## config.mk

```make
export PLATFORM = sky130hd
export DESIGN_NAME = conv2d_sweep_ctrl_flat
export DESIGN_NICKNAME = d
export VERILOG_FILES = /design/src/rtl/conv2d_sweep_ctrl_if.sv /design/src/rtl/conv2d_sweep_ctrl.sv /design/src/flat_wrapper.sv
export SDC_FILE = /design/constraint.sdc
export NUM_CORES = 1
export LEC_CHECK = 0
export BUFFER_PORTS_ARGS = -buffer_cell sky130_fd_sc_hd__buf_2
export CORE_MARGIN = 5
export CORE_UTILIZATION = 50
export CTS_CLUSTER_DIAMETER = 150
export DETAILED_ROUTE_END_ITERATION = 16
export GPL_TIMING_DRIVEN = 0
export HOLD_SLACK_MARGIN = 0.02
export PLACE_DENSITY = 0.76
export SLEW_MARGIN = 20
export SYNTH_ARGS = -nofsm -noshare
export SYNTH_HDL_FRONTEND = slang
export SYNTH_SLANG_ARGS = --single-unit
```

## constraint.sdc

```tcl
create_clock -name clk -period 3.65 [get_ports clk]
set_clock_uncertainty 0.2 [all_clocks]
set_input_delay 0.73 -clock clk [delete_from_list [all_inputs] [get_ports clk]]
set_output_delay 0.73 -clock clk [all_outputs]
set_load 0.01 [all_outputs]
```

## src/rtl/conv2d_sweep_ctrl_if.sv

```systemverilog
// Engine and result-RAM bus of the convolution sweep controller.
// The controller owns the master side; the engine/RAM pair is the slave.
interface conv2d_sweep_ctrl_if #(
    parameter int ADDRA_W = 4,
    parameter int ADDRB_W = 13,
    parameter int PIX_W   = 32,
    parameter int WA_W    = 10
);
    logic               conv_en;
    logic [ADDRA_W-1:0] conv_addrA;
    logic [ADDRB_W-1:0] conv_addrB;
    logic [PIX_W-1:0]   conv_pix;
    logic               conv_done;
    logic               wr_en;
    logic [WA_W-1:0]    wr_addr;
    logic [PIX_W-1:0]   wr_data;

    modport master (
        output conv_en, conv_addrA, conv_addrB, wr_en, wr_addr, wr_data,
        input  conv_pix, conv_done
    );

    modport slave (
        input  conv_en, conv_addrA, conv_addrB, wr_en, wr_addr, wr_data,
        output conv_pix, conv_done
    );
endinterface

```

## src/rtl/conv2d_sweep_ctrl.sv

```systemverilog
// Frame-level initiator for a single-pixel convolution engine: walks the
// output feature map in raster order, issues one engine request per pixel,
// and writes each returned pixel to the output RAM at its linear index.
module conv2d_sweep_ctrl #(
    parameter int IMG_W   = 28,
    parameter int OUT_W   = 26,
    parameter int OUT_H   = 26,
    parameter int ADDRA_W = 4,
    parameter int ADDRB_W = 13,
    parameter int PIX_W   = 32,
    parameter int WA_W    = 10
) (
    input  logic               clk,
    input  logic               rst_n,
    input  logic               start,
    input  logic [ADDRA_W-1:0] kernel_sel,
    output logic               busy,
    output logic               frame_done,
    conv2d_sweep_ctrl_if.master bus
);

    // Counter widths stay at least one bit wide for 1x1 output maps.
    localparam int COL_W = (OUT_W > 1) ? $clog2(OUT_W) : 1;
    localparam int ROW_W = (OUT_H > 1) ? $clog2(OUT_H) : 1;

    localparam logic [COL_W-1:0]   COL_LAST = COL_W'(OUT_W - 1);
    localparam logic [ROW_W-1:0]   ROW_LAST = ROW_W'(OUT_H - 1);
    localparam logic [ADDRB_W-1:0] ROW_STEP = ADDRB_W'(IMG_W);

    typedef enum logic [1:0] {
        S_IDLE,
        S_ISSUE,
        S_REARM,
        S_FINISH
    } state_t;

    state_t state, state_nxt;

    logic [COL_W-1:0]   col, col_nxt;
    logic [ROW_W-1:0]   row, row_nxt;
    logic [ADDRB_W-1:0] row_base, row_base_nxt;
    logic [WA_W-1:0]    idx;
    logic               last_pix;

    assign last_pix = (col == COL_LAST) && (row == ROW_LAST);

    // Control outputs decode directly from the state, so reset clears them
    // asynchronously together with the state register.
    assign bus.conv_en = (state == S_ISSUE);
    assign busy        = (state != S_IDLE);
    assign frame_done  = (state == S_FINISH);

    // Raster advance: step along the row, or wrap to the next row by adding
    // the image pitch to the accumulated row base.
    always_comb begin
        // NOTE: every combinational output gets a default first so no path
        // leaves it unassigned, which would infer a latch.
        col_nxt      = col + COL_W'(1);
        row_nxt      = row;
        row_base_nxt = row_base;
        if (col == COL_LAST) begin
            col_nxt      = '0;
            row_nxt      = row + ROW_W'(1);
            row_base_nxt = row_base + ROW_STEP;
        end
    end

    // Next-state logic of the issue / re-arm handshake with the engine.
    always_comb begin
        state_nxt = state;
        unique case (state)
            S_IDLE:   if (start)          state_nxt = S_ISSUE;
            S_ISSUE:  if (bus.conv_done)  state_nxt = S_REARM;
            S_REARM:  if (!bus.conv_done) state_nxt = last_pix ? S_FINISH : S_ISSUE;
            S_FINISH:                     state_nxt = S_IDLE;
            default:                      state_nxt = S_IDLE;
        endcase
    end

    // State register.
    always_ff @(posedge clk or negedge rst_n) begin
        // NOTE: sequential state is updated with non-blocking assignments so
        // every flop samples pre-edge values regardless of block ordering.
        if (!rst_n) state <= S_IDLE;
        else        state <= state_nxt;
    end

    // Datapath: pixel counters, engine addresses and the result write port.
    always_ff @(posedge clk or negedge rst_n) begin
        if (!rst_n) begin
            col            <= '0;
            row            <= '0;
            row_base       <= '0;
            idx            <= '0;
            bus.conv_addrA <= '0;
            bus.conv_addrB <= '0;
            bus.wr_en      <= 1'b0;
            bus.wr_addr    <= '0;
            bus.wr_data    <= '0;
        end else begin
            bus.wr_en <= 1'b0;
            unique case (state)
                S_IDLE: begin
                    col            <= '0;
                    row            <= '0;
                    row_base       <= '0;
                    idx            <= '0;
                    bus.conv_addrB <= '0;
                    if (start) bus.conv_addrA <= kernel_sel;
                end
                S_ISSUE: begin
                    if (bus.conv_done) begin
                        bus.wr_en   <= 1'b1;
                        bus.wr_addr <= idx;
                        bus.wr_data <= bus.conv_pix;
                        idx         <= idx + WA_W'(1);
                    end
                end
                S_REARM: begin
                    // Addresses only move while the engine is disarmed, so
                    // they are stable for the whole time conv_en is high.
                    if (!bus.conv_done && !last_pix) begin
                        col            <= col_nxt;
                        row            <= row_nxt;
                        row_base       <= row_base_nxt;
                        bus.conv_addrB <= row_base_nxt + ADDRB_W'(col_nxt);
                    end
                end
                default: ;
            endcase
        end
    end

endmodule
```

## src/flat_wrapper.sv

```systemverilog
// flat-port wrapper written by rule: the top's interface ports become plain ports
module conv2d_sweep_ctrl_flat 
#(
    parameter int IMG_W   = 28,
    parameter int OUT_W   = 26,
    parameter int OUT_H   = 26,
    parameter int ADDRA_W = 4,
    parameter int ADDRB_W = 13,
    parameter int PIX_W   = 32,
    parameter int WA_W    = 10
)
  (clk, rst_n, start, kernel_sel, busy, frame_done, bus_conv_en, bus_conv_addrA, bus_conv_addrB, bus_wr_en, bus_wr_addr, bus_wr_data, bus_conv_pix, bus_conv_done);
  conv2d_sweep_ctrl_if #(.ADDRA_W(ADDRA_W), .ADDRB_W(ADDRB_W), .PIX_W(PIX_W), .WA_W(WA_W)) bus_i ();
  input  logic clk;
  input  logic rst_n;
  input  logic start;
  input  logic [ADDRA_W-1:0] kernel_sel;
  output logic busy;
  output logic frame_done;
  output wire logic [$bits(bus_i.conv_en)-1:0] bus_conv_en;
  output wire logic [$bits(bus_i.conv_addrA)-1:0] bus_conv_addrA;
  output wire logic [$bits(bus_i.conv_addrB)-1:0] bus_conv_addrB;
  output wire logic [$bits(bus_i.wr_en)-1:0] bus_wr_en;
  output wire logic [$bits(bus_i.wr_addr)-1:0] bus_wr_addr;
  output wire logic [$bits(bus_i.wr_data)-1:0] bus_wr_data;
  input wire logic [$bits(bus_i.conv_pix)-1:0] bus_conv_pix;
  input wire logic [$bits(bus_i.conv_done)-1:0] bus_conv_done;
  assign bus_conv_en = bus_i.conv_en;
  assign bus_conv_addrA = bus_i.conv_addrA;
  assign bus_conv_addrB = bus_i.conv_addrB;
  assign bus_wr_en = bus_i.wr_en;
  assign bus_wr_addr = bus_i.wr_addr;
  assign bus_wr_data = bus_i.wr_data;
  assign bus_i.conv_pix = bus_conv_pix;
  assign bus_i.conv_done = bus_conv_done;
  conv2d_sweep_ctrl #(.IMG_W(IMG_W), .OUT_W(OUT_W), .OUT_H(OUT_H), .ADDRA_W(ADDRA_W), .ADDRB_W(ADDRB_W), .PIX_W(PIX_W), .WA_W(WA_W)) u_core (.clk(clk), .rst_n(rst_n), .start(start), .kernel_sel(kernel_sel), .busy(busy), .frame_done(frame_done), .bus(bus_i));
endmodule
```

Yosys cells after proc, flatten, opt, wreduce, memory -nomap -nowiden
Index checks and enable logic that the tools add are counted.
{"block": "op_classes", "addsub": 5, "n_eq_ne": 10, "muxes": 20, "reduce_logical": 14}
{"op": "$pmux 13 s2", "count": 2}
{"op": "$mux 13", "count": 3}
{"op": "$mux 5", "count": 4}
{"op": "$pmux 10 s2", "count": 1}
{"op": "$pmux 5 s2", "count": 2}
{"op": "$add 13x5->13", "count": 1}
{"op": "$add 13x5->13 const B", "count": 1}
{"op": "$add 10x1->10 const B", "count": 1}
{"op": "$add 5x1->5 const B", "count": 2}
{"op": "$eq 5x5->1 const B", "count": 2}
{"op": "$mux 10", "count": 1}
{"op": "$mux 2", "count": 4}
{"op": "$pmux 2 s4", "count": 1}
{"op": "$reduce_and 2->1", "count": 4}
{"op": "$ne 2x1->1 const B", "count": 3}
{"op": "$reduce_and 3->1", "count": 2}
{"op": "$reduce_bool 2->1", "count": 3}
{"op": "$eq 2x2->1 const B", "count": 2}
{"op": "$ne 2x2->1 const B", "count": 2}
{"op": "$eq 2x1->1 const B", "count": 1}
{"op": "$logic_and 1x1->1", "count": 2}
{"op": "$logic_not 1->1", "count": 2}
{"op": "$logic_not 2->1", "count": 1}
{"op": "$mux 1", "count": 2}
{"block": "totals", "register_bits": 95, "in_bits": 40, "output_inout_bits": 63, "elab_cells": 59}

Logic depth before layout (Yosys ltp)
{"block": "depth", "word_depth": 6, "ltp_mapped": 13, "ltp_nobuf": 12}

Worst setup path before layout
No wires, ideal clock.
{"block": "synth_path", "path_type": "flip-flop to flip-flop", "from": "register u_core.bus.conv_addrB[1] (netlist name)", "to": "register u_core.bus.conv_addrB[11]", "setup_time_ns": 0.121, "arrival_time_ns": 2.759, "required_ns": 3.329, "setup_slack_ns": 0.570, "stages_incl_launch_ff": 14, "n_path_buf": 1, "period_less_slack_ns": 3.080, "cell_sequence": "dfrtp_1 > inv_1 > ha_1 > and4b_1 > buf_2 > nand2_1 > xnor2_1 > ha_1 > a21oi_1 > and2_1 > o31ai_2 > nor3b_4 > a21oi_1 > a22o_1"}
{"item": "to (signal assigned)", "line_no": "conv2d_sweep_ctrl.sv:126", "source": "bus.conv_addrB <= row_base_nxt + ADDRB_W'(col_nxt);"}
{"item": "to (decl)", "line_no": "conv2d_sweep_ctrl_if.sv:19", "source": "output conv_en, conv_addrA, conv_addrB, wr_en, wr_addr, wr_data,"}

==> qor.yml <==
vias_per_cell: 5.17
yosys_warnings: 0
io_pins: 103
drtAntennaViolNets: 0
report.final.slew_viol_count: 0
drt_iter0_drc: 169
dp_hpwl_mm: 7.04
postLayoutCellArea_um2: 5190
place_congestion: 0.813
cts_max_level: 3
required_ns: 3.68
gr-usage-met3_pct: 6.83
synth_area_per_cell_um2: 9.30
synth_area_leaders: "dfrtp_1 54%, nand2_1 14%, o21ai_0 3.7%, xor2_1 2.9%, ha_1 2.7%"
layout_common_cells: "163 x nand2_1, 103 x buf_2, 91 x dfrtp_1"
finalSetupTns_ns: 0
async_reset_ff_share_pct: 100
overflow: 0
finalHoldWorstSlack_ns: 0.270
filler_cell_count: 743
drive_gt1_share_pct: 23.9
dr.pass1.iters: 6
yosysSeqAreaShare_pct: 53.7
clock.fmax_ghz: 0.289
drt-total-wl_mm: 9.66
switchingPower_mw: 1.11
synth-seq-cells: 91
tightest_slew_ns: 0.667
synth_top_area_share_pct: 53.7
final_util_pct: 62.8
start_kind: "flop"
start_util_pct: 51.3
diodes: 0
num-nets-final: 621
dieArea_um2: 10400
clkPwrFrac_pct: 25.4
antenna_found_initial: 0
grt_pass1_wl_mm: 16.8
drcViolationCount: 0
placed_area_um2: 4920
fp.dieH_um: 102
final_hold_viol_count: 0
syn_area_um2: 4240
track_usage_pct: 20.0
drv_cap: 0
cts_sinks: 91
grt_max_degree: 76
synth_ff_type: "dfrtp_1"
portBuffers: 102
grt-busiest-layer: "met2"
fin_cells: 682
cts-buffers-inserted: 9
synth_top_area_cell: "dfrtp_1"
avgRoutedWirePerCell_um: 14.2
use_met2_pct: 31.4
power_density_nw_per_um2: 615
min_path_type: "reg2reg"
met1_usage_pct: 26.7
cp_data_arrival_time_ns: 3.50
die_x_um: 102
share_seq_of_total_power_pct: 42.7
coreArea_um2: 8260
critPathCaptureType: "flop"
swShare_pct: 34.8
cts_buffer_depth: 2
synth_edf_count: 0
rsz0062_at_grt: "false"
leakagePower_nw: 2.75
cts_tree: "yes"
critPathMaxStageDelay_ns: 0.44
final_common_cell: "nand2_1"
fin_crit_ns: 3.47
fin_crit_sh_pct: 94.9
crit_top_cell: "ha_1"
synthCells: 456
crit_slowest_cell: "dfrtp_1"
outcome: "completed"
vias: 3523
maxSlewHeadroom_pct: 55.3
placedCellCount: 664
clk_pin_slew_ns: 0.09
syn2layout_area_growth_pct: 22.3
clk_latency_ns: 0.34
syn-num-nets: 505
grt_pass1_vias: 3568
p_comb_share_pct: 31.9
vdd_drop_max_mv: 0.389
synthDistinctLibCells: 48
rows: 33
cts_root_buf: "clkbuf_8"
finalSetupViolCount: 0
power.internal_mw: 2.08
path_max_fanout: 10
critical_path_class: "reg2reg"
crit_chain: "inv_1, ha_1, and4b_1, clkbuf_4, nand2_1, xnor2_1, ha_1, nand3_1, and2_1, o31ai_4, nor3b_4, a21oi_1, a22o_1"
[worst paths after layout]
path / startpoint / end / slack (ns) / cells past startpoint
setup reg to reg: u_core.bus.conv_addrB[1]$_DFFE_PN0P_ / u_core.bus.conv_addrB[11]$_DFFE_PN0P_ / 0.18 / 13
setup / recovery: u_core.bus.conv_addrB[1]$_DFFE_PN0P_ / u_core.bus.conv_addrB[11]$_DFFE_PN0P_ / 0.18 / 13
max in group asynchronous: rst_n / u_core.bus.wr_en$_DFF_PN0_ / 2.08 / 3
min in group asynchronous: rst_n / u_core.col[3]$_DFFE_PN0P_ / 0.58 / 2
hold reg to reg: u_core.bus.wr_data[0]$_DFFE_PN0P_ / u_core.bus.wr_data[0]$_DFFE_PN0P_ / 0.27 / 2
hold / removal: u_core.bus.wr_data[0]$_DFFE_PN0P_ / u_core.bus.wr_data[0]$_DFFE_PN0P_ / 0.27 / 2
[worst max-delay path, delay by kind of cell (launching register included)]
kind	cells	cell delay, ns
AOI/OAI and AO/OA	3	0.61
buffers and inverters	2	0.31
and+or+nand+nor	5	1.07
adders and majority gates	2	0.57
DFF	1	0.44
xor gates and xnor gates	1	0.15
[metal layers]
| metal | up-vias | wire length, µm |
|---|---|---|
| met5 | - | 0 |
| met4 | 0 | 112 |
| met3 | 10 | 793 |
| met2 | 111 | 4480 |
| met1 | 1662 | 4270 |
| li1 | 1740 | - |
[per-stage QoR]
stage	setup slack, ns	total power, mW
after global placement	0.239	2.37
after global routing	0.0106	3.43
final	0.185	3.19
after detailed placement	0.135	2.41
after CTS	0.101	3.23
after floorplan	0.570	1.96
[power by group through the flow]
stage	registers [mW]	logic [mW]	clock network (mW)
after global routing	1.39	1.16	0.882
after global placement	1.37	1.00	0
final	1.36	1.02	0.810
after floorplan	1.47	0.498	0
after CTS	1.36	1.04	0.832
after detailed placement	1.37	1.04	0
[cells in the mapped netlist (2+ instances only)]
| master | count |
|---|---|
| or2_2 | 2 |
| nor4_1 | 2 |
| nand4_1 | 8 |
| xnor2_1 | 12 |
| nor3_1 | 3 |
| xor2_1 | 14 |
| inv_1 | 9 |
| o21ai_1 | 3 |
| nand2_1 | 163 |
| nor2_1 | 19 |
| and2_1 | 3 |
| a21oi_1 | 4 |
| buf_1 | 4 |
| o31ai_1 | 2 |
| o41ai_1 | 3 |
| ha_1 | 9 |
| buf_2 | 3 |
| clkbuf_1 | 15 |
| nand2b_1 | 3 |
| nand3_1 | 9 |
| nor3_2 | 2 |
| o21ai_0 | 31 |
| nor2b_1 | 2 |
| dfrtp_1 | 91 |
| a22o_1 | 5 |
| mux2i_1 | 3 |
| buf_4 | 2 |
| a31oi_1 | 2 |
| and3_1 | 4 |
| mux2_2 | 5 |
| or4b_1 | 2 |
[registers in the layout, summed over array words and instances (netlist names)]
register	flops
u_core.bus.wr_data	32
u_core.bus.conv_addrB	13
u_core.row_base	11
u_core.bus.wr_addr	10
u_core.idx	10
u_core.row	5
u_core.bus.conv_addrA	4
u_core.col	3
u_core.state	2
u_core.bus.wr_en	1
[cells by family (layout without fill, tap and decap cells)]
| family | Yosys count | after routing | share of synthesized area [%] |
|---|---|---|---|
| and+or+nand+nor | 228 | 228 | 24.0 |
| DFF | 91 | 91 | 53.7 |
| AOI/OAI and AO/OA | 60 | 60 | 8.79 |
| xor gates and xnor gates | 26 | 26 | 5.37 |
| buffers and inverters | 34 | 155 | 3.45 |
| muxes | 8 | 8 | 2.04 |
| adders and majority gates | 9 | 9 | 2.66 |
[what timing repair did]
item,in CTS,in global routing
buffers inserted,0,1
endpoints found under the hold margin,16,0
hold buffers,1,0
resized for setup,0,2
setup endpoints to repair,0,4
[area by class of cell]
type                            instances  area [µm²]  area share [%]
Sequential cell                        91        2280            43.9
Multi-Input combinational cell        331        1830            35.2
Timing Repair Buffer                  105         562            10.8
Clock buffer                           11         141            2.73
Tap cell                              105         131            2.53
Buffer                                 25         115            2.22
Clock inverter                          5         100            1.93
Inverter                                9        33.8           0.651
Power figures use the tool's default switching activity.
